**src/rtl/gfx_mat_vec_arbiter.sv**
```systemverilog
// rtl/gfx_mat_vec_arbiter.sv - round-robin arbiter sharing one mat4 x vec4 multiplier among PORTS requesters
//
// Requests are granted round-robin and issued to the multiplier. Each issued
// grant index is pushed into a tag FIFO. Results are steered back to the
// issuing port in the multiplier's in-order completion order. Both the request
// and response paths are purely combinational.
//
// Ports:
//   clk, rst                      clock, synchronous active-high reset
//   req_a/req_x/req_valid         per-port operands and request valid
//   req_ready                     per-port request accepted this cycle
//   resp_q/resp_valid/resp_ready  shared result data, per-port valid/ready
//   mul_a/mul_x/mul_in_valid      operands and valid to the multiplier
//   mul_in_ready                  multiplier input ready
//   mul_q/mul_out_valid           result data and valid from the multiplier
//   mul_out_ready                 result accepted by the owning port
//   busy                          one or more transactions outstanding
//   err                           sticky: result arrived with no tag outstanding
module gfx_mat_vec_arbiter #(
    parameter int PORTS  = 2,
    parameter int DEPTH  = 8,
    parameter int DATA_W = 16
) (
    input  logic                           clk,
    input  logic                           rst,
    input  logic [PORTS-1:0][16*DATA_W-1:0] req_a,
    input  logic [PORTS-1:0][4*DATA_W-1:0]  req_x,
    input  logic [PORTS-1:0]               req_valid,
    output logic [PORTS-1:0]               req_ready,
    output logic [4*DATA_W-1:0]            resp_q,
    output logic [PORTS-1:0]               resp_valid,
    input  logic [PORTS-1:0]               resp_ready,
    output logic [16*DATA_W-1:0]           mul_a,
    output logic [4*DATA_W-1:0]            mul_x,
    output logic                           mul_in_valid,
    input  logic                           mul_in_ready,
    input  logic [4*DATA_W-1:0]            mul_q,
    input  logic                           mul_out_valid,
    output logic                           mul_out_ready,
    output logic                           busy,
    output logic                           err
);

    localparam int TAG_W = $clog2(PORTS);
    localparam int PTR_W = $clog2(DEPTH);
    localparam int CNT_W = PTR_W + 1;
    localparam logic [CNT_W-1:0] FULL = CNT_W'(DEPTH);
    localparam logic [TAG_W-1:0] LAST = TAG_W'(PORTS - 1);

    logic [TAG_W-1:0] prio;
    logic             locked;
    logic [TAG_W-1:0] lock_id;
    logic [TAG_W-1:0] scan_grant;
    logic [TAG_W-1:0] grant;
    logic [TAG_W-1:0] next_prio;
    logic             issue;
    logic             pop;

    logic [TAG_W-1:0] tag_mem [DEPTH];
    logic [PTR_W-1:0] wr_ptr;
    logic [PTR_W-1:0] rd_ptr;
    logic [CNT_W-1:0] count;
    logic [TAG_W-1:0] head;
    logic             fifo_empty;

    // Rotating priority scan: first valid port at or above prio wins. With no
    // valid port the grant rests on prio so the operand mux is well defined.
    always_comb begin
        scan_grant = prio;
        for (int k = PORTS - 1; k >= 0; k--) begin
            if (req_valid[(int'(prio) + k) % PORTS]) begin
                scan_grant = TAG_W'((int'(prio) + k) % PORTS);
            end
        end
    end

    // A stalled offer is pinned to the port that was offered so the multiplier
    // sees stable operands until it accepts them.
    assign grant      = locked ? lock_id : scan_grant;
    assign next_prio  = (grant == LAST) ? '0 : grant + 1'b1;

    assign mul_a        = req_a[grant];
    assign mul_x        = req_x[grant];
    // Full blocks issue even if a pop happens this cycle; the freed slot is
    // usable on the following cycle.
    assign mul_in_valid = (locked || (|req_valid)) && (count != FULL);
    assign issue        = mul_in_valid && mul_in_ready;

    always_comb begin
        req_ready = '0;
        if (issue) begin
            req_ready[grant] = 1'b1;
        end
    end

    assign fifo_empty    = (count == '0);
    assign head          = tag_mem[rd_ptr];
    assign resp_q        = mul_q;
    assign mul_out_ready = !fifo_empty && resp_ready[head];
    assign pop           = mul_out_valid && mul_out_ready;
    assign busy          = !fifo_empty;

    always_comb begin
        resp_valid = '0;
        if (mul_out_valid && !fifo_empty) begin
            resp_valid[head] = 1'b1;
        end
    end

    always_ff @(posedge clk) begin
        if (issue) begin
            tag_mem[wr_ptr] <= grant;
        end
    end

    always_ff @(posedge clk) begin
        if (rst) begin
            prio    <= '0;
            locked  <= 1'b0;
            lock_id <= '0;
            wr_ptr  <= '0;
            rd_ptr  <= '0;
            count   <= '0;
            err     <= 1'b0;
        end else begin
            if (mul_in_valid && !mul_in_ready) begin
                locked  <= 1'b1;
                lock_id <= grant;
            end else if (issue) begin
                locked  <= 1'b0;
            end

            if (issue) begin
                wr_ptr <= wr_ptr + 1'b1;
                prio   <= next_prio;
            end

            if (pop) begin
                rd_ptr <= rd_ptr + 1'b1;
            end

            case ({issue, pop})
                2'b10:   count <= count + 1'b1;
                2'b01:   count <= count - 1'b1;
                default: count <= count;
            endcase

            if (mul_out_valid && fifo_empty) begin
                err <= 1'b1;
            end
        end
    end

endmodule

```
**config.mk**
```make
export PLATFORM = sky130hd
export DESIGN_NAME = gfx_mat_vec_arbiter
export DESIGN_NICKNAME = d
export VERILOG_FILES = /design/src/rtl/gfx_mat_vec_arbiter.sv
export SDC_FILE = /design/constraint.sdc
export NUM_CORES = 1
export LEC_CHECK = 0
export ABC_AREA = 1
export BUFFER_PORTS_ARGS = -buffer_cell sky130_fd_sc_hd__buf_2
export CAP_MARGIN = 25
export CORE_AREA = 2 2 432 434
export DETAILED_ROUTE_END_ITERATION = 6
export DIE_AREA = 0 0 434 436
export PLACE_DENSITY = 0.31
export SLEW_MARGIN = 40
export SYNTH_ARGS = -nofsm -noshare
export SYNTH_HDL_FRONTEND = slang
export SYNTH_SLANG_ARGS = --single-unit
```
**constraint.sdc**
```tcl
create_clock -name clk -period 2.8 [get_ports clk]
set_input_delay 0.28 -clock clk [delete_from_list [all_inputs] [get_ports clk]]
set_output_delay 0.28 -clock clk [all_outputs]
set_load 0.01 [all_outputs]
```
[Word-level counts from Yosys, hierarchy flattened]
Memories as Yosys holds them, arrays and structs flattened. A register that Yosys moved wholly into a read port is not among the register bits.
Cells that the tools add are included.
Storage, ports and cells
  flip-flop bits (word level): 14
  bits in writable memories: 8
  output and inout port bits: 392
  logic and storage cells: 68
  memories: 1
Operators by class
  add/sub/neg operators: 6
  $lt $le $gt $ge: 6
  eq/ne operators: 3
  mux-type cells: 28
  bitwise operators: 1
  reductions and logical operators: 16
Memories
  tag_mem: depth 8, width 1, read ports 1, clocked after Yosys merged registers in 1, wr ports 1, RTL line 59  | logic [TAG_W-1:0] tag_mem [DEPTH];
Operator list (count)
  two-way mux 256 bit: 2
  two-way mux 64 bit: 2
  two-way mux 1 bit: 17
  logical AND 1 bit: 9
  one-hot mux 4 bit (2 select lines): 1
  adder 3 x 1 -> 3 bit (second input constant): 2
  < comparator 1 x 2 -> 1 bit (second input constant): 3
  two-way mux 3 bit: 2
  adder 4 x 1 -> 4 bit (second input constant): 1
  logical NOT 4 bit: 1
  two-way mux 2 bit: 2
  inequality test 4 bit (second input constant): 1
  nonzero test 2 bit: 2
  subtractor 4 x 1 -> 4 bit (second input constant): 1
  < comparator 2 x 3 -> 1 bit (second input constant): 1
  adder 1 bit (second input constant): 2
  demux 1 bit (select 1 bit): 2
  equality test 2 x 1 -> 1 bit (second input constant): 1
  equality test 2 bit (second input constant): 1
  >= comparator 1 bit (second input constant): 2
  logical NOT 1 bit: 2
  OR reduction 2 bit: 1
  AND 1 bit (first input constant): 1
  logical OR 1 bit: 1

[Logic depth before layout (Yosys ltp)]
  depth in word-level cells: 13
  depth in mapped cells: 18
  mapped depth without buffers: 18

[Least setup slack after synthesis]
No wires, ideal clock.
  kind: register -> register
  start point: register count[0]
  end point: register count[2]
  setup time: 115 ps
  arrival time: 2043 ps
  data required time: 2685 ps
  setup slack: 642 ps
  stages on the path, launching flop included: 15
  clock period less this slack: 2158 ps
  path through: dfxtp_1 or2_1 nor3_2 nor2_1 nand3_1 inv_1 ha_1 nand2_1 inv_1 nor2_1 ha_1 a21oi_1 xor2_1 o21ai_0 inv_1
Between the ends
  word-level cells in the longest chain between the ends: 6
RTL lines
  start, declared: RTL line 62  | logic [CNT_W-1:0] count;
  start signal, assigned: RTL line 143  | 2'b10: count <= count + 1'b1;
  start signal, assigned: RTL line 144  | 2'b01: count <= count - 1'b1;
  start signal, assigned: RTL line 145  | default: count <= count;
  logical NOT 4 bit (*): RTL line 96  | assign fifo_empty = (count == '0);
  logical NOT 1 bit (*): RTL line 99  | assign mul_out_ready = !fifo_empty && resp_ready[head];
  logical AND 1 bit (*): RTL line 99
  logical AND 1 bit (*): RTL line 100  | assign pop = mul_out_valid && mul_out_ready;
  named net pop: RTL line 57  | logic pop;
  equality test 2 x 1 -> 1 bit / equality test 2 bit (equally long branches): RTL line 142  | case ({issue, pop})
  one-hot mux 4 bit (2 select lines) / nonzero test 2 bit (equally long branches)
The timed path passes the listed nets; every way through them passes the cells marked *.
A chain may end at the register's enable or synchronous reset.

[Final worst setup path]
  start point: register prio
  end point: output port mul_x[1]
Between the ends
  word-level cells in the longest chain between the ends: 9
RTL lines
  start, declared: RTL line 50  | logic [TAG_W-1:0] prio;
  start signal, assigned: RTL line 135  | prio <= next_prio;
  adder 1 bit: RTL line 71, 72
  two-way mux 1 bit (not written as such) (3 in a row): RTL line 71  | if (req_valid[(int'(prio) + k) % PORTS]) begin
  two-way mux 1 bit: RTL line 71
  two-way mux 1 bit (*): RTL line 71
  two-way mux 1 bit (*): RTL line 79  | assign grant = locked ? lock_id : scan_grant;
  two-way mux 64 bit (not written as such) (*) (2 in a row): RTL line 83  | assign mul_x = req_x[grant];
  end, declared: RTL line 34  | output logic [4*DATA_W-1:0] mul_x,
Every way passes the cells marked *; elsewhere a longest branch is shown, timed or not. The select of a mux whose other input is x is not followed.

==> metrics.txt <==
Power Total=5.15 mW; Total GRT Usage=0.134; Slew @ Worst Pin=between 0.5 and 0.6 ns; Fin Clk Skew=0.00438 ns; pwr dens=366 nW/µm²; via count of the first global-routing pass=11,562; Worst slew margin=0.624; RSZ-0062 raised after global routing=no; Final setup violation count=0; HPWL Detailed=~130,000 µm; Skew-Pair Late Insertion Delay=0.28 ns; FFs w/ async S/R, synth=0; TritonCTS Buffers=3; post-route ant nets=0; critical path type=reg -> out; routed wire length=133,000 µm; Worst R2R Setup Slack=0.23 ns; Root Buffer=clkbuf_16; GR Overflow Total=0; slowest cell on the critical path=dfxtp_1; total number of H-tree levels=1; Syn Nets=1,978; Post-Synth Adder-Cell Area=0.0110; pre-CTS setup slack=between 0.2 and 0.3 ns; Synth top cells by count=nand2_1 (990), buf_4 (67), buf_2 (60), inv_1 (32), nor2_1 (27); HP Start=rst; min cycle time layout=about 2.6 ns; Post-synth EDFFs=8; Synth Warn #=0; syn_area_per_cell=4.51 µm²; Seq cells post-synth=25; Cell Area, Synth=between 5000 and 6000 µm²; routed len/inst=approximately 29 µm; # Post-CTS Setup Buffers=0; Hold Path Depth=2; DRT iter0 DRCs=833; largest family of logic cells by synthesized area=simple AND/OR/NAND/NOR gates; largest net degree at the start of global routing=93; area grow syn2layout=147%; worst hold path type=in -> reg; Max clock buf depth=2; Peak Freq=0.386 GHz; synth top area cells=nand2_1 (65%), buf_4 (8.8%), dfxtp_1 (6.0%), buf_2 (5.3%), edfxtp_1 (4.2%); clock transition at the registers of the reported paths=0.08 ns; IO buf count=975; initial antenna violation count=around 180; final worst slack=0.210 ns; fin. max-slew vios=0; io pins=1,104; sequential element share of the synthesized area=0.102; type of origin of the critical path=register; routed vias=12,185; Post-Synth XOR/XNOR Area=0.00462; core area=185,000 µm²; max-cap viol count=0; Sink Count=25; Simple-Gate Fraction of Synth Area=0.691; area leader, netlist=nand2_1; most common cell in the netlist=nand2_1; Chip Width=between 400 and 500 µm; Worst R2R Path Depth=13; Starting Density=0.0308; CP Data Arrival Time=2.31 ns; Worst VDD drop=0.157 mV; ys flop type=dfxtp_1; reg2reg end=count[2]$_SDFFE_PP0P_; post-synthesis mux area share=0; Largest stage delay, worst path=0.30 ns; status=finished, final reports clean; drc violations=0; row cnt=158; Worst EP required=between 2 and 3 ns; first-pass GRT wire length=156,000 µm; Final Util=0.0762; Crit Path Max Fanout=17; final worst-path cycle share=0.925; Unique masters post-synth=27; share of layout cells above drive strength 1=0.477; post-synthesis compound-gate area fraction=0.0224; Hold Violations, Final=0; Fin Setup TNS=0 ns; GPL Wtd Cong=between 0.9 and 1; Final #Nets=2,857; Die H=436 µm; CP endpoint kind=output port; top cell type's share of synthesized area=0.653; vias per cell=2.62; drt pass-1 iters=5; Mapped Cells=1,261; launch point of the worst reg-to-reg path=count[0]$_SDFFE_PP0P_; total leakage power=7.77 nW; CTS Hold Bufs=0; die area=189,000 µm²; critical-path cell list=inv_1 -> nor2_1 -> o21ai_1 -> o21ai_4 -> inv_8 -> buf_12 -> buf_6 -> nand2_1 -> nand2_1 -> buf_12; CTS tree=built
-- layout make-up --
| class | count | area (µm²) |
|---|---|---|
| Clock buffer | 3 | 75.1 |
| Antenna cell | 30 | 75.1 |
| Multi-Input combinational cell | 1067 | 4160 |
| Clock inverter | 1 | 7.51 |
| Timing Repair Buffer | 1009 | 5930 |
| Sequential cell | 25 | 581 |
| Inverter | 34 | 135 |
| Fill cell | 22248 | 171000 |
| Tap cell | 2480 | 3100 |
-- routing by layer --
metal / global-route usage / share of wire / vias up
met4: 0.0136 / 0.019 / 154
met2: 0.257 / 0.53 / 811
li1: - / - / 5482
met5: 0 / 0.0075 / -
met1: 0.122 / 0.31 / 5361
met3: 0.0799 / 0.14 / 377
-- cells in the final DEF, fill, tap and decap left out, drive strengths merged, types with 3 or more instances in the layout --
master	count
nand2	991
clkbuf	3
a21oi	11
dfxtp	17
diode	30
ha	5
edfxtp	8
nor3	4
buf	1009
nor2	28
nand3	11
inv	34
o21ai	8
-- metrics by stage --
step / cells / instance area [µm²] / hold WS (ns)
detailed placement: 4615 / 13900 / 0.453
floorplan: 1261 / 5690 / 0.451
CTS: 4619 / 14000 / 0.354
global placement: 4615 / 13900 / 0.455
global route: 4629 / 14000 / 0.364
finish: 4649 / 14100 / 0.356
-- kinds of logic after synthesis --
kind of cell | Yosys count
compound gates | 22
fa+ha+maj | 5
buf+inv | 169
flops | 25
simple gates | 1037
xor+xnor | 3
-- critical path, delay by kind of cell, from the launching register on --
family / cells / cell delay [ns]
flops: 1 / 0.30
simple gates: 3 / 0.36
buf+inv: 5 / 0.92
compound gates: 2 / 0.38
-- worst max path at each step --
stage / from / endpoint / slack [ns] / cells past startpoint
floorplan: count[0]$_SDFFE_PP0P_ / count[2]$_SDFFE_PP0P_ / 0.64 / 14
global placement: register / count[2]$_SDFFE_PP0P_ / 0.20 / 17
detailed placement: count[0]$_SDFFE_PP0P_ / count[2]$_SDFFE_PP0P_ / 0.29 / 13
CTS: prio$_SDFFE_PP0P_ / mul_x[1] / 0.07 / 10
global route: prio$_SDFFE_PP0P_ / mul_x[1] / 0.03 / 10
finish: prio$_SDFFE_PP0P_ / mul_x[1] / 0.21 / 10
-- power breakdown --
group	internal, mW	switching [mW]
Sequential	0.432	0.0577
Clock	0.196	0.178
Combinational	1.54	2.74
-- what timing repair did --
action | 4_1_cts | 5_1_grt
resized for setup | 0 | 1
setup endpoints to repair | 0 | 4
hold endpoints to repair | 0 | 0
Power figures use the tool's default switching activity.
